[src/rtl/pcie_tx_arb_pkg.sv]
// Shared encodings, FSM states and the credit check for the PCIe TX VC arbiter.
package pcie_tx_arb_pkg;

  // TLP type encodings carried on usr_type; 2'b11 is reserved and never granted.
  localparam logic [1:0] TLP_P   = 2'b00;
  localparam logic [1:0] TLP_NP  = 2'b01;
  localparam logic [1:0] TLP_CPL = 2'b10;

  // Bit positions that flag an infinite credit pool.
  localparam int HCRED_INF_BIT = 8;
  localparam int DCRED_INF_BIT = 12;

  typedef enum logic [2:0] {
    ST_IDLE = 3'd0,
    ST_ARB  = 3'd1,
    ST_REQ  = 3'd2,
    ST_XFER = 3'd3,
    ST_GAP  = 3'd4
  } arb_state_e;

  // True when the core advertises at least one header credit and enough data
  // credit for a packet of the given type; infinite pools pass unconditionally.
  function automatic logic credit_ok(
    input logic [1:0]  tlp_type,
    input logic [11:0] dcred,
    input logic [8:0]  ca_ph,
    input logic [8:0]  ca_nph,
    input logic [8:0]  ca_cplh,
    input logic [12:0] ca_pd,
    input logic [12:0] ca_npd,
    input logic [12:0] ca_cpld
  );
    logic [8:0]  ca_h;
    logic [12:0] ca_d;
    logic        type_ok;
    logic        h_ok;
    logic        d_ok;
    ca_h    = 9'd0;
    ca_d    = 13'd0;
    type_ok = 1'b1;
    case (tlp_type)
      TLP_P:   begin ca_h = ca_ph;   ca_d = ca_pd;   end
      TLP_NP:  begin ca_h = ca_nph;  ca_d = ca_npd;  end
      TLP_CPL: begin ca_h = ca_cplh; ca_d = ca_cpld; end
      default: type_ok = 1'b0;
    endcase
    h_ok = ca_h[HCRED_INF_BIT] | (ca_h[7:0] != 8'd0);
    d_ok = ca_d[DCRED_INF_BIT] | (ca_d[11:0] >= dcred);
    return type_ok & h_ok & d_ok;
  endfunction

endpackage

[src/rtl/pcie_rr_arb.sv]
// Round-robin picker: first eligible channel at or after ptr_i, wrapping.
module pcie_rr_arb #(
  parameter int NUM_VC = 4,
  parameter int PW     = (NUM_VC > 1) ? $clog2(NUM_VC) : 1
) (
  input  logic [NUM_VC-1:0] elig_i,
  input  logic [PW-1:0]     ptr_i,
  output logic [NUM_VC-1:0] pick_o,
  output logic              valid_o
);

  logic [PW-1:0] idx;
  logic          hit;

  // Walk the channels in priority order from the pointer; the first hit wins.
  always_comb begin
    pick_o  = '0;
    valid_o = 1'b0;
    idx     = '0;
    hit     = 1'b0;
    for (int k = 0; k < NUM_VC; k++) begin
      idx         = PW'((int'(ptr_i) + k) % NUM_VC);
      hit         = ~valid_o & elig_i[idx];
      pick_o[idx] = hit;
      valid_o     = valid_o | hit;
    end
  end

endmodule

[src/rtl/pcie_tx_vc_arb.sv]
// Credit-aware round-robin arbiter multiplexing NUM_VC user TLP sources onto
// the core's single transmit port.
module pcie_tx_vc_arb
  import pcie_tx_arb_pkg::*;
#(
  parameter int NUM_VC  = 4,
  parameter int DATA_W  = 16,
  parameter int DCRED_W = 8
) (
  input  logic                      sys_clk_125,
  input  logic                      rst,
  input  logic [NUM_VC-1:0]         usr_req,
  input  logic [2*NUM_VC-1:0]       usr_type,
  input  logic [DCRED_W*NUM_VC-1:0] usr_dcred,
  input  logic [DATA_W*NUM_VC-1:0]  usr_data,
  input  logic [NUM_VC-1:0]         usr_st,
  input  logic [NUM_VC-1:0]         usr_end,
  input  logic [NUM_VC-1:0]         usr_nlfy,
  output logic [NUM_VC-1:0]         usr_gnt,
  output logic [NUM_VC-1:0]         usr_rdy,
  input  logic                      dl_up,
  input  logic                      tx_rdy,
  input  logic [8:0]                tx_ca_ph,
  input  logic [8:0]                tx_ca_nph,
  input  logic [8:0]                tx_ca_cplh,
  input  logic [12:0]               tx_ca_pd,
  input  logic [12:0]               tx_ca_npd,
  input  logic [12:0]               tx_ca_cpld,
  input  logic                      tx_ca_p_recheck,
  input  logic                      tx_ca_cpl_recheck,
  output logic                      tx_req,
  output logic [DATA_W-1:0]         tx_data,
  output logic                      tx_st,
  output logic                      tx_end,
  output logic                      tx_nlfy
);

  localparam int PW = (NUM_VC > 1) ? $clog2(NUM_VC) : 1;

  arb_state_e        state_q, state_d;
  logic [NUM_VC-1:0] gnt_q, gnt_d;
  logic [PW-1:0]     gidx_q, gidx_d;
  logic [1:0]        gtype_q, gtype_d;
  logic [11:0]       gdcred_q, gdcred_d;
  logic [PW-1:0]     rr_ptr_q, rr_ptr_d;
  logic              recheck_q, recheck_d;

  logic [NUM_VC-1:0] elig_s;
  logic [NUM_VC-1:0] pick_s;
  logic              pick_valid_s;
  logic [PW-1:0]     pick_idx_s;
  logic [1:0]        pick_type_s;
  logic [11:0]       pick_dcred_s;
  logic              recheck_hit_s;
  logic              gnt_cred_ok_s;
  logic [PW-1:0]     rr_next_s;

  // Per-channel eligibility: pending request whose type has enough credit now.
  always_comb begin
    elig_s = '0;
    for (int i = 0; i < NUM_VC; i++) begin
      elig_s[i] = usr_req[i] & credit_ok(usr_type[2*i +: 2],
                                         12'(usr_dcred[DCRED_W*i +: DCRED_W]),
                                         tx_ca_ph, tx_ca_nph, tx_ca_cplh,
                                         tx_ca_pd, tx_ca_npd, tx_ca_cpld);
    end
  end

  pcie_rr_arb #(
    .NUM_VC (NUM_VC),
    .PW     (PW)
  ) u_rr (
    .elig_i  (elig_s),
    .ptr_i   (rr_ptr_q),
    .pick_o  (pick_s),
    .valid_o (pick_valid_s)
  );

  // Decode the one-hot pick into an index and capture that channel's type/credit ask.
  always_comb begin
    pick_idx_s   = '0;
    pick_type_s  = TLP_P;
    pick_dcred_s = 12'd0;
    for (int i = 0; i < NUM_VC; i++) begin
      pick_idx_s   = pick_s[i] ? PW'(i) : pick_idx_s;
      pick_type_s  = pick_s[i] ? usr_type[2*i +: 2] : pick_type_s;
      pick_dcred_s = pick_s[i] ? 12'(usr_dcred[DCRED_W*i +: DCRED_W]) : pick_dcred_s;
    end
  end

  // Non-posted shares the posted recheck strobe; completions have their own.
  assign recheck_hit_s = (gtype_q == TLP_CPL) ? tx_ca_cpl_recheck : tx_ca_p_recheck;
  assign gnt_cred_ok_s = credit_ok(gtype_q, gdcred_q, tx_ca_ph, tx_ca_nph, tx_ca_cplh,
                                   tx_ca_pd, tx_ca_npd, tx_ca_cpld);
  assign rr_next_s     = (gidx_q == PW'(NUM_VC - 1)) ? '0 : gidx_q + PW'(1);

  // Next-state logic: arbitration, core handshake, transfer and link-down abort.
  always_comb begin
    state_d   = state_q;
    gnt_d     = gnt_q;
    gidx_d    = gidx_q;
    gtype_d   = gtype_q;
    gdcred_d  = gdcred_q;
    rr_ptr_d  = rr_ptr_q;
    recheck_d = 1'b0;
    if (!dl_up) begin
      state_d = ST_IDLE;
      gnt_d   = '0;
    end else begin
      case (state_q)
        ST_IDLE: state_d = ST_ARB;
        ST_ARB: begin
          if (pick_valid_s) begin
            state_d  = ST_REQ;
            gnt_d    = pick_s;
            gidx_d   = pick_idx_s;
            gtype_d  = pick_type_s;
            gdcred_d = pick_dcred_s;
          end else begin
            state_d = ST_ARB;
          end
        end
        ST_REQ: begin
          if (recheck_q && !gnt_cred_ok_s) begin
            state_d = ST_ARB;
            gnt_d   = '0;
          end else if (tx_rdy) begin
            state_d = ST_XFER;
          end else begin
            recheck_d = recheck_hit_s;
          end
        end
        ST_XFER: begin
          if (usr_end[gidx_q]) begin
            state_d  = ST_GAP;
            gnt_d    = '0;
            rr_ptr_d = rr_next_s;
          end else begin
            state_d = ST_XFER;
          end
        end
        ST_GAP: state_d = ST_ARB;
        default: begin
          state_d = ST_IDLE;
          gnt_d   = '0;
        end
      endcase
    end
  end

  // State and grant registers; reset clears everything including the RR pointer.
  always_ff @(posedge sys_clk_125 or posedge rst) begin
    if (rst) begin
      state_q   <= ST_IDLE;
      gnt_q     <= '0;
      gidx_q    <= '0;
      gtype_q   <= TLP_P;
      gdcred_q  <= 12'd0;
      rr_ptr_q  <= '0;
      recheck_q <= 1'b0;
    end else begin
      state_q   <= state_d;
      gnt_q     <= gnt_d;
      gidx_q    <= gidx_d;
      gtype_q   <= gtype_d;
      gdcred_q  <= gdcred_d;
      rr_ptr_q  <= rr_ptr_d;
      recheck_q <= recheck_d;
    end
  end

  // Core-side outputs; the data path is a zero-latency mux of the granted channel.
  always_comb begin
    usr_gnt = gnt_q;
    usr_rdy = '0;
    tx_req  = (state_q == ST_REQ);
    tx_data = '0;
    tx_st   = 1'b0;
    tx_end  = 1'b0;
    tx_nlfy = 1'b0;
    if (state_q == ST_XFER) begin
      usr_rdy = gnt_q;
      for (int i = 0; i < NUM_VC; i++) begin
        tx_data = tx_data | (usr_data[DATA_W*i +: DATA_W] & {DATA_W{PW'(i) == gidx_q}});
        tx_st   = tx_st   | (usr_st[i]   & (PW'(i) == gidx_q));
        tx_end  = tx_end  | (usr_end[i]  & (PW'(i) == gidx_q));
        tx_nlfy = tx_nlfy | (usr_nlfy[i] & (PW'(i) == gidx_q));
      end
    end else begin
      usr_rdy = '0;
    end
  end

endmodule

[config.mk]
export PLATFORM = sky130hd
export DESIGN_NAME = pcie_tx_vc_arb
export DESIGN_NICKNAME = d
export VERILOG_FILES = /design/src/rtl/pcie_tx_arb_pkg.sv /design/src/rtl/pcie_rr_arb.sv /design/src/rtl/pcie_tx_vc_arb.sv
export SDC_FILE = /design/constraint.sdc
export NUM_CORES = 1
export LEC_CHECK = 0
export ABC_AREA = 1
export CORE_ASPECT_RATIO = 1.5
export CORE_UTILIZATION = 46
export CTS_CLUSTER_DIAMETER = 120
export DETAILED_ROUTE_END_ITERATION = 6
export GPL_ROUTABILITY_DRIVEN = 0
export GPL_TIMING_DRIVEN = 0
export PLACE_DENSITY = 0.89
export SYNTH_ARGS = -nofsm -noshare
export SYNTH_HDL_FRONTEND = slang
export SYNTH_SLANG_ARGS = --single-unit
export TNS_END_PERCENT = 1
[constraint.sdc]
create_clock -name sys_clk_125 -period 7 [get_ports sys_clk_125]
set_input_delay 1.05 -clock sys_clk_125 [delete_from_list [all_inputs] [get_ports sys_clk_125]]
set_output_delay 1.05 -clock sys_clk_125 [all_outputs]
set_load 0.1 [all_outputs]
==> impl_metrics.xml, run 1 <==
<?xml version="1.0" encoding="UTF-8"?>
<metrics>
  <group name="status">
    <metric name="violations" unit="">DRC</metric>
    <metric name="result_of_the_run" unit="">finished with violations</metric>
  </group>
  <group name="clock_tree">
    <metric name="cts_inserted_buffers" unit="">3</metric>
    <metric name="hold_buffers" unit="">0</metric>
    <metric name="clock-root-buffer" unit="">sky130_fd_sc_hd__clkbuf_16</metric>
    <metric name="clk_path_buf_depth" unit="">2</metric>
    <metric name="cts.clk_slew.worst_paths" unit="ns">0.06</metric>
    <metric name="post_cts_buffers" unit="">0</metric>
    <metric name="cts_resized" unit="">0</metric>
    <metric name="insertion_delay_of_the_later_clocked_pin_in_the_worst_skew_pair" unit="ns">0.26</metric>
    <metric name="cts_sinks" unit="">22</metric>
    <metric name="cts_tree" unit="">yes</metric>
    <metric name="htree_num_levels" unit="">1</metric>
  </group>
  <group name="pwr">
    <metric name="p_leak" unit="nW">3.36</metric>
    <metric name="powerDensity" unit="nW/µm²">282</metric>
    <metric name="worst_ir_drop_vdd" unit="mV">0.121</metric>
  </group>
  <group name="detailed_routing">
    <metric name="antenna_violating_nets_left" unit="">0</metric>
    <metric name="avgRoutedWirePerCell" unit="µm">15.1</metric>
    <metric name="post-route-drc-count" unit="">44</metric>
    <metric name="firstDrtPassIters" unit="">7</metric>
    <metric name="drt_iter0_markers" unit="">500</metric>
    <metric name="viasPerCell" unit="">5.50</metric>
    <metric name="detailroute.via_count" unit="">6265</metric>
    <metric name="drt-total-wl" unit="mm">17.2</metric>
  </group>
  <group name="grt">
    <metric name="global_route.usage.total" unit="%">32.6</metric>
    <metric name="grt_remaining_overflow" unit="">0</metric>
    <metric name="grt_pass1_wl" unit="mm">27.7</metric>
    <metric name="antenna_found_initial" unit="">0</metric>
    <metric name="grt_pass1_vias" unit="">6215</metric>
    <metric name="grt_max_degree" unit="">23</metric>
  </group>
  <group name="timing">
    <metric name="report.final.setup_viol" unit="">0</metric>
    <metric name="timing.final.crit_period" unit="ns">4.58</metric>
    <metric name="fmax" unit="MHz">219</metric>
    <metric name="maxSlewViolCount" unit="">0</metric>
    <metric name="finalHoldViolations" unit="">0</metric>
    <metric name="totalNegativeSetupSlack" unit="ns">0</metric>
    <metric name="timing.max_slew.rel_slack" unit="%">33.5</metric>
    <metric name="rsz0062_at_grt" unit="">false</metric>
    <metric name="setup_ws" unit="ns">2.42</metric>
    <metric name="final_min_period_over_clock_period" unit="%">65.4</metric>
    <metric name="max_slew.worst_pin.slew" unit="ns">0.994</metric>
    <metric name="worst_clock_skew" unit="ns">0.00394</metric>
  </group>
  <group name="floorplan">
    <metric name="core_area" unit="µm²">9740</metric>
    <metric name="die_w" unit="µm">83.9</metric>
    <metric name="row_cnt" unit="">44</metric>
    <metric name="num_io_pins" unit="">220</metric>
    <metric name="die_outline_area" unit="µm²">10500</metric>
    <metric name="start_util" unit="%">47.5</metric>
    <metric name="die_y" unit="µm">125</metric>
  </group>
  <group name="worst_setup_path">
    <metric name="cp.required" unit="ns">5.95</metric>
    <metric name="setup.worst_path.end_class" unit="">output pin</metric>
    <metric name="worstPathArrival" unit="ns">3.53</metric>
    <metric name="depth_of_the_worst_register_to_register_path" unit="">19</metric>
    <metric name="critical_path.reg2reg.endpoint" unit="">usr_gnt[2]$_DFFE_PP0P_</metric>
    <metric name="critPathKind" unit="">reg2out</metric>
    <metric name="worst-path-max-fanout" unit="">10</metric>
    <metric name="r2r_start" unit="">gtype_q[1]$_DFFE_PP0P_</metric>
    <metric name="critPathLaunchType" unit="">register</metric>
    <metric name="timing.reg2reg.setup_slack" unit="ns">3.83</metric>
  </group>
  <group name="yosys">
    <metric name="synthDominantCellAreaShare" unit="%">25.2</metric>
    <metric name="synth-seq-area-share" unit="%">11.9</metric>
    <metric name="syn_avg_cell_area" unit="µm²">5.75</metric>
    <metric name="synth-main-ff-cell" unit="">sky130_fd_sc_hd__dfrtp_1</metric>
    <metric name="mappedNetlistArea" unit="µm²">4620</metric>
    <metric name="synth_async_sr_flop_share" unit="%">100</metric>
    <metric name="most_area_hungry_cell_type_in_the_yosys_netlist" unit="">sky130_fd_sc_hd__nand2_1</metric>
    <metric name="synth.area.top_cells" unit="">sky130_fd_sc_hd__nand2_1 (25%), sky130_fd_sc_hd__ha_1 (13%), sky130_fd_sc_hd__dfrtp_1 (12%)</metric>
    <metric name="syn-num-nets" unit="">1045</metric>
    <metric name="postSynthCellCount" unit="">804</metric>
    <metric name="ys_seq_elements" unit="">22</metric>
    <metric name="yosysUniqueCellTypes" unit="">33</metric>
    <metric name="post_synth_edffs" unit="">0</metric>
    <metric name="ys.warnings.count" unit="">0</metric>
  </group>
  <group name="hold_path">
    <metric name="min_from" unit="">gdcred_q[0]$_DFFE_PP0P_</metric>
    <metric name="min-delay-path-class" unit="">reg2reg</metric>
    <metric name="worst_hold_endpoint" unit="">gdcred_q[0]$_DFFE_PP0P_</metric>
    <metric name="worst_hold_path.num_cells" unit="">2</metric>
  </group>
  <group name="place">
    <metric name="pre_cts_slack" unit="ns">2.31</metric>
    <metric name="total_of_buffers_placed_on_input_and_output_ports" unit="">217</metric>
    <metric name="dpl.hpwl" unit="mm">14.9</metric>
  </group>
  <group name="job">
    <metric name="maxcap_violations" unit="">0</metric>
  </group>
  <group name="finish">
    <metric name="layout-drive-gt1-share" unit="%">4.39</metric>
    <metric name="diodes" unit="">0</metric>
    <metric name="design.final.nets" unit="">1267</metric>
    <metric name="area_grow_syn2layout" unit="%">52.4</metric>
  </group>
</metrics>
## synth_stat cells (4+ instances only)
| cell | n |
|---|---|
| sky130_fd_sc_hd__inv_2 | 6 |
| sky130_fd_sc_hd__buf_6 | 4 |
| sky130_fd_sc_hd__o21ai_0 | 12 |
| sky130_fd_sc_hd__nand2_1 | 311 |
| sky130_fd_sc_hd__nor2_2 | 4 |
| sky130_fd_sc_hd__nand3_1 | 56 |
| sky130_fd_sc_hd__dfrtp_1 | 22 |
| sky130_fd_sc_hd__o21ai_1 | 8 |
| sky130_fd_sc_hd__clkbuf_1 | 10 |
| sky130_fd_sc_hd__nand3_2 | 7 |
| sky130_fd_sc_hd__inv_1 | 124 |
| sky130_fd_sc_hd__ha_1 | 49 |
| sky130_fd_sc_hd__nand2_2 | 7 |
| sky130_fd_sc_hd__nand4_1 | 5 |
| sky130_fd_sc_hd__o221ai_1 | 35 |
| sky130_fd_sc_hd__a221oi_1 | 5 |
| sky130_fd_sc_hd__a21oi_1 | 19 |
| sky130_fd_sc_hd__nor2_1 | 66 |
| sky130_fd_sc_hd__buf_4 | 4 |
| sky130_fd_sc_hd__a41oi_1 | 19 |
| sky130_fd_sc_hd__nor3_1 | 8 |
## critical path: stages, from the launching register on
cell and delay (ns):
sky130_fd_sc_hd__dfrtp_1 0.46, sky130_fd_sc_hd__inv_1 0.19, sky130_fd_sc_hd__ha_1 0.17, sky130_fd_sc_hd__clkbuf_1 0.38, sky130_fd_sc_hd__clkbuf_1 0.41, sky130_fd_sc_hd__nand2_1 0.11, sky130_fd_sc_hd__a41oi_1 0.33, sky130_fd_sc_hd__clkdlybuf4s50_1 1.21
## flip-flops by register name (all words and copies together) (netlist names)
name	count
gdcred_q	8
usr_gnt	4
state_q	3
gidx_q	2
gtype_q	2
rr_ptr_q	2
recheck_q	1
## power by group
group,switching (W),internal (W)
Combinational,0.00105,0.000550
Sequential,0.0000475,0.000176
Clock,0.0000499,0.000114
Total,0.00115,0.000839
## placed cells by master, fill, tap and decap left out, types with 3 or more instances in the layout
master,count
sky130_fd_sc_hd__nor2_4,3
sky130_fd_sc_hd__nor2_2,4
sky130_fd_sc_hd__nand3_2,7
sky130_fd_sc_hd__a41oi_1,19
sky130_fd_sc_hd__nor3_1,8
sky130_fd_sc_hd__nand3_1,56
sky130_fd_sc_hd__nor2_1,66
sky130_fd_sc_hd__buf_6,4
sky130_fd_sc_hd__inv_1,124
sky130_fd_sc_hd__dfrtp_1,22
sky130_fd_sc_hd__clkdlybuf4s50_1,217
sky130_fd_sc_hd__o221ai_1,35
sky130_fd_sc_hd__nand2_1,311
sky130_fd_sc_hd__nand2_2,7
sky130_fd_sc_hd__a221oi_1,5
sky130_fd_sc_hd__ha_1,49
sky130_fd_sc_hd__inv_2,6
sky130_fd_sc_hd__a21oi_1,19
sky130_fd_sc_hd__nand3_4,3
sky130_fd_sc_hd__nand3b_1,3
sky130_fd_sc_hd__clkbuf_1,10
sky130_fd_sc_hd__nand4_1,5
sky130_fd_sc_hd__o21ai_0,12
sky130_fd_sc_hd__buf_4,4
sky130_fd_sc_hd__a22oi_1,3
sky130_fd_sc_hd__o21ai_1,8
sky130_fd_sc_hd__clkbuf_16,3
## worst max path at each step
stage / from / end / slack, ns / cells past startpoint
2_1_floorplan: gidx_q[0]$_DFFE_PP0P_ / tx_data[10] / 3.04 / 6
3_3_place_gp: usr_type[3] / gdcred_q[0]$_DFFE_PP0P_ / 2.34 / 24
3_5_place_dp: usr_type[4] / gdcred_q[2]$_DFFE_PP0P_ / 2.31 / 25
4_1_cts: gidx_q[0]$_DFFE_PP0P_ / tx_data[7] / 2.42 / 7
5_1_grt: usr_type[3] / gdcred_q[3]$_DFFE_PP0P_ / 2.09 / 25
6_report: gidx_q[0]$_DFFE_PP0P_ / tx_data[7] / 2.42 / 7
## metrics by stage
stage / hold slack (ns) / total power, W / util [%] / area, µm² / instances
floorplan: 0.481 / 0.00135 / - / 4620 / 804
global placement: 0.498 / 0.00177 / 71.2 / 6940 / 1136
detailed placement: 0.501 / 0.00181 / 71.2 / 6940 / 1136
CTS: 0.515 / 0.00197 / 72.3 / 7050 / 1140
global route: 0.530 / 0.00215 / 72.3 / 7050 / 1140
finish: 0.522 / 0.00199 / 72.3 / 7050 / 1140
## final cells by class
type	count	area [µm²]
Fill cell	832	2700
Inverter	130	488
Buffer	18	113
Clock inverter	1	30.0
Tap cell	115	144
Timing Repair Buffer	217	2170
Clock buffer	3	75.1
Sequential cell	22	551
Multi-Input combinational cell	634	3470
## cell families after synthesis
logic type	count (synthesis)	share of synthesized area [%]
and+or+nand+nor	476	44.7
adders and majority gates	49	13.3
DFF	22	11.9
AOI/OAI and AO/OA	109	17.2
buffers and inverters	148	13.0
## per-layer routing
layer / vias to the layer above / global-route usage (%) / share of wire [%]
met1: 2755 / 30.6 / 34
met5: - / 0 / 0
met4: 0 / 25.8 / 7.3
li1: 3091 / - / -
met3: 76 / 4.90 / 7.8
met2: 343 / 61.5 / 51
No activity file was read; power rests on OpenSTA's default activity.
==> run 2, diff against run 1 <==
CORE_UTILIZATION = 43   (was 46)
PLACE_DENSITY = 0.84   (was 0.89)
clock period = 4.5 ns   (was 7 ns; I/O delays follow)
==> run 2 against run 1 <==
  * The flow now finishes without violations
  * Clock skew down 0.0021 ns
  * Cell count up 2.5%
  * Combinational power up 56%
  * Clock power up 53%
  * Design area up 0.59%
==> impl_metrics.xml, run 2 (same netlist as run 1, synthesis figures left out) <==
<?xml version="1.0" encoding="UTF-8"?>
<metrics>
  <group name="worst_setup_path">
    <metric name="critPathLaunchType" unit="">input pin</metric>
    <metric name="cp.required" unit="ns">4.70</metric>
    <metric name="worstPathArrival" unit="ns">4.36</metric>
    <metric name="depth_of_the_worst_register_to_register_path" unit="">18</metric>
    <metric name="setup.worst_path.end_class" unit="">register</metric>
    <metric name="worst-path-max-fanout" unit="">7</metric>
    <metric name="critPathKind" unit="">in2reg</metric>
    <metric name="timing.reg2reg.setup_slack" unit="ns">1.28</metric>
  </group>
  <group name="pwr">
    <metric name="powerDensity" unit="nW/µm²">438</metric>
    <metric name="p_leak" unit="nW">3.39</metric>
    <metric name="worst_ir_drop_vdd" unit="mV">0.176</metric>
  </group>
  <group name="clock_tree">
    <metric name="cts_tree" unit="">yes</metric>
    <metric name="hold_buffers" unit="">0</metric>
    <metric name="post_cts_buffers" unit="">0</metric>
    <metric name="cts_sinks" unit="">22</metric>
    <metric name="clock-root-buffer" unit="">sky130_fd_sc_hd__clkbuf_16</metric>
    <metric name="clk_path_buf_depth" unit="">2</metric>
    <metric name="cts_inserted_buffers" unit="">3</metric>
    <metric name="cts.clk_slew.worst_paths" unit="ns">0.06</metric>
    <metric name="htree_num_levels" unit="">1</metric>
    <metric name="insertion_delay_of_the_later_clocked_pin_in_the_worst_skew_pair" unit="ns">0.25</metric>
  </group>
  <group name="detailed_routing">
    <metric name="antenna_violating_nets_left" unit="">0</metric>
    <metric name="firstDrtPassIters" unit="">5</metric>
    <metric name="post-route-drc-count" unit="">0</metric>
    <metric name="viasPerCell" unit="">5.33</metric>
    <metric name="drt-total-wl" unit="mm">17.7</metric>
    <metric name="drt_iter0_markers" unit="">323</metric>
    <metric name="detailroute.via_count" unit="">6225</metric>
    <metric name="avgRoutedWirePerCell" unit="µm">15.1</metric>
  </group>
  <group name="floorplan">
    <metric name="die_outline_area" unit="µm²">11200</metric>
    <metric name="num_io_pins" unit="">220</metric>
    <metric name="start_util" unit="%">43.9</metric>
    <metric name="die_w" unit="µm">86.7</metric>
    <metric name="die_y" unit="µm">129</metric>
    <metric name="core_area" unit="µm²">10500</metric>
    <metric name="row_cnt" unit="">46</metric>
  </group>
  <group name="grt">
    <metric name="global_route.usage.total" unit="%">31.5</metric>
    <metric name="grt_pass1_vias" unit="">5859</metric>
    <metric name="grt_pass1_wl" unit="mm">27.6</metric>
    <metric name="grt_max_degree" unit="">23</metric>
    <metric name="grt_remaining_overflow" unit="">0</metric>
    <metric name="antenna_found_initial" unit="">0</metric>
  </group>
  <group name="finish">
    <metric name="layout.cells.most_common" unit="">sky130_fd_sc_hd__nand2_1</metric>
    <metric name="area_grow_syn2layout" unit="%">53.2</metric>
    <metric name="mostFrequentLayoutCells" unit="">sky130_fd_sc_hd__nand2_1 (311), sky130_fd_sc_hd__clkdlybuf4s50_1 (215), sky130_fd_sc_hd__inv_1 (124)</metric>
    <metric name="largest-register" unit="">gdcred_q</metric>
    <metric name="fin_util" unit="%">67.3</metric>
    <metric name="diodes" unit="">0</metric>
    <metric name="num-fill-cells" unit="">985</metric>
    <metric name="max_reg_flops" unit="">8</metric>
    <metric name="design.final.nets" unit="">1267</metric>
    <metric name="layout-drive-gt1-share" unit="%">4.39</metric>
  </group>
  <group name="status">
    <metric name="result_of_the_run" unit="">finished, final reports clean</metric>
  </group>
  <group name="timing">
    <metric name="fmax" unit="MHz">240</metric>
    <metric name="timing.final.crit_period" unit="ns">4.17</metric>
    <metric name="report.final.setup_viol" unit="">0</metric>
    <metric name="rsz0062_at_grt" unit="">true</metric>
    <metric name="max_slew.worst_pin.slew" unit="ns">1.01</metric>
    <metric name="totalNegativeSetupSlack" unit="ns">0</metric>
    <metric name="final_min_period_over_clock_period" unit="%">92.6</metric>
    <metric name="worst_clock_skew" unit="ns">0.00187</metric>
    <metric name="maxSlewViolCount" unit="">0</metric>
    <metric name="timing.max_slew.rel_slack" unit="%">32.3</metric>
    <metric name="finalHoldViolations" unit="">0</metric>
  </group>
  <group name="place">
    <metric name="total_of_buffers_placed_on_input_and_output_ports" unit="">217</metric>
    <metric name="dpl.hpwl" unit="mm">15.1</metric>
  </group>
  <group name="hold_path">
    <metric name="worst_hold_path.num_cells" unit="">2</metric>
    <metric name="min-delay-path-class" unit="">reg2reg</metric>
  </group>
  <group name="job">
    <metric name="maxcap_violations" unit="">0</metric>
  </group>
</metrics>
## run 2: changes by cell type in the layout (fill, tap and decap cells not counted)
| cell | change |
|---|---|
| sky130_fd_sc_hd__dlymetal6s2s_1 | +2 |
| sky130_fd_sc_hd__clkdlybuf4s50_1 | -2 |
## run 2: per-layer routing
metal	part of all wire (%)	global-route usage, %	vias up
met3	7.4	4.71	91
li1	-	-	3083
met5	0	0	-
met4	7.4	26.6	0
met2	50	56.5	334
met1	35	31.8	2717
## run 2: what timing repair did
| action | CTS | global route |
|---|---|---|
| hold endpoints to repair | 0 | 0 |
| endpoints found under the setup margin | 0 | 3 |
| gates resized for setup | 0 | 2 |
## run 2: final timing paths
check / endpoint / start
hold reg to reg: gdcred_q[0]$_DFFE_PP0P_ / gdcred_q[0]$_DFFE_PP0P_
hold / removal: gdcred_q[0]$_DFFE_PP0P_ / gdcred_q[0]$_DFFE_PP0P_
max in group asynchronous: gidx_q[0]$_DFFE_PP0P_ / rst
setup / recovery: gdcred_q[3]$_DFFE_PP0P_ / usr_type[3]
min in group asynchronous: usr_gnt[2]$_DFFE_PP0P_ / rst
setup reg to reg: usr_gnt[3]$_DFFE_PP0P_ / gtype_q[0]$_DFFE_PP0P_
## run 2: layout make-up
cell class	instances	area, µm²	share of cell area, %
clock inverter	1	30.0	0.424
clock buffer	3	75.1	1.06
buffer	18	113	1.59
inverter	130	488	6.89
multi-input combinational	634	3470	49.0
sequential	22	551	7.77
timing repair buffer	217	2180	30.7
tap	144	180	2.54
## run 2: worst max-delay path, stage by stage
cell	delay [ns]
sky130_fd_sc_hd__clkdlybuf4s50_1	0.61
sky130_fd_sc_hd__inv_1	0.06
sky130_fd_sc_hd__nor2_1	0.22
sky130_fd_sc_hd__inv_1	0.20
sky130_fd_sc_hd__o221ai_1	0.24
sky130_fd_sc_hd__ha_1	0.28
sky130_fd_sc_hd__nand2_1	0.09
sky130_fd_sc_hd__inv_1	0.04
sky130_fd_sc_hd__a21oi_1	0.14
sky130_fd_sc_hd__nand2_1	0.07
sky130_fd_sc_hd__nor2_1	0.08
sky130_fd_sc_hd__nand2_1	0.09
sky130_fd_sc_hd__nand3_1	0.12
sky130_fd_sc_hd__nand2_1	0.08
sky130_fd_sc_hd__nand3_1	0.11
sky130_fd_sc_hd__nand2_2	0.12
sky130_fd_sc_hd__nand2_1	0.13
sky130_fd_sc_hd__nand2_1	0.08
sky130_fd_sc_hd__nand2_2	0.08
sky130_fd_sc_hd__nand2_1	0.09
sky130_fd_sc_hd__nor2_4	0.20
sky130_fd_sc_hd__nand2_2	0.15
sky130_fd_sc_hd__o21ai_0	0.22
sky130_fd_sc_hd__a21oi_1	0.09
sky130_fd_sc_hd__nand2_1	0.07
## run 2: metrics by stage
| step | instance area, µm² | worst slack, ns | cells | power (W) | hold slack [ns] |
|---|---|---|---|---|---|
| 6_report | 7090 | 0.335 | 1169 | 0.00310 | 0.525 |
| 5_1_grt | 7090 | -0.0224 | 1169 | 0.00338 | 0.561 |
| 4_1_cts | 7080 | 0.114 | 1169 | 0.00308 | 0.527 |
| 3_5_place_dp | 6980 | 0.147 | 1165 | 0.00282 | 0.514 |
| 3_3_place_gp | 6980 | 0.141 | 1165 | 0.00279 | 0.495 |
| 2_1_floorplan | 4620 | 0.919 | 804 | 0.00211 | 0.481 |
## run 2: power by group
part / total (W) / switching (W) / internal, W
logic: 0.00250 / 0.00165 / 0.000851
registers: 0.000349 / 0.0000747 / 0.000274
clock network: 0.000251 / 0.0000742 / 0.000177
total: 0.00310 / 0.00180 / 0.00130
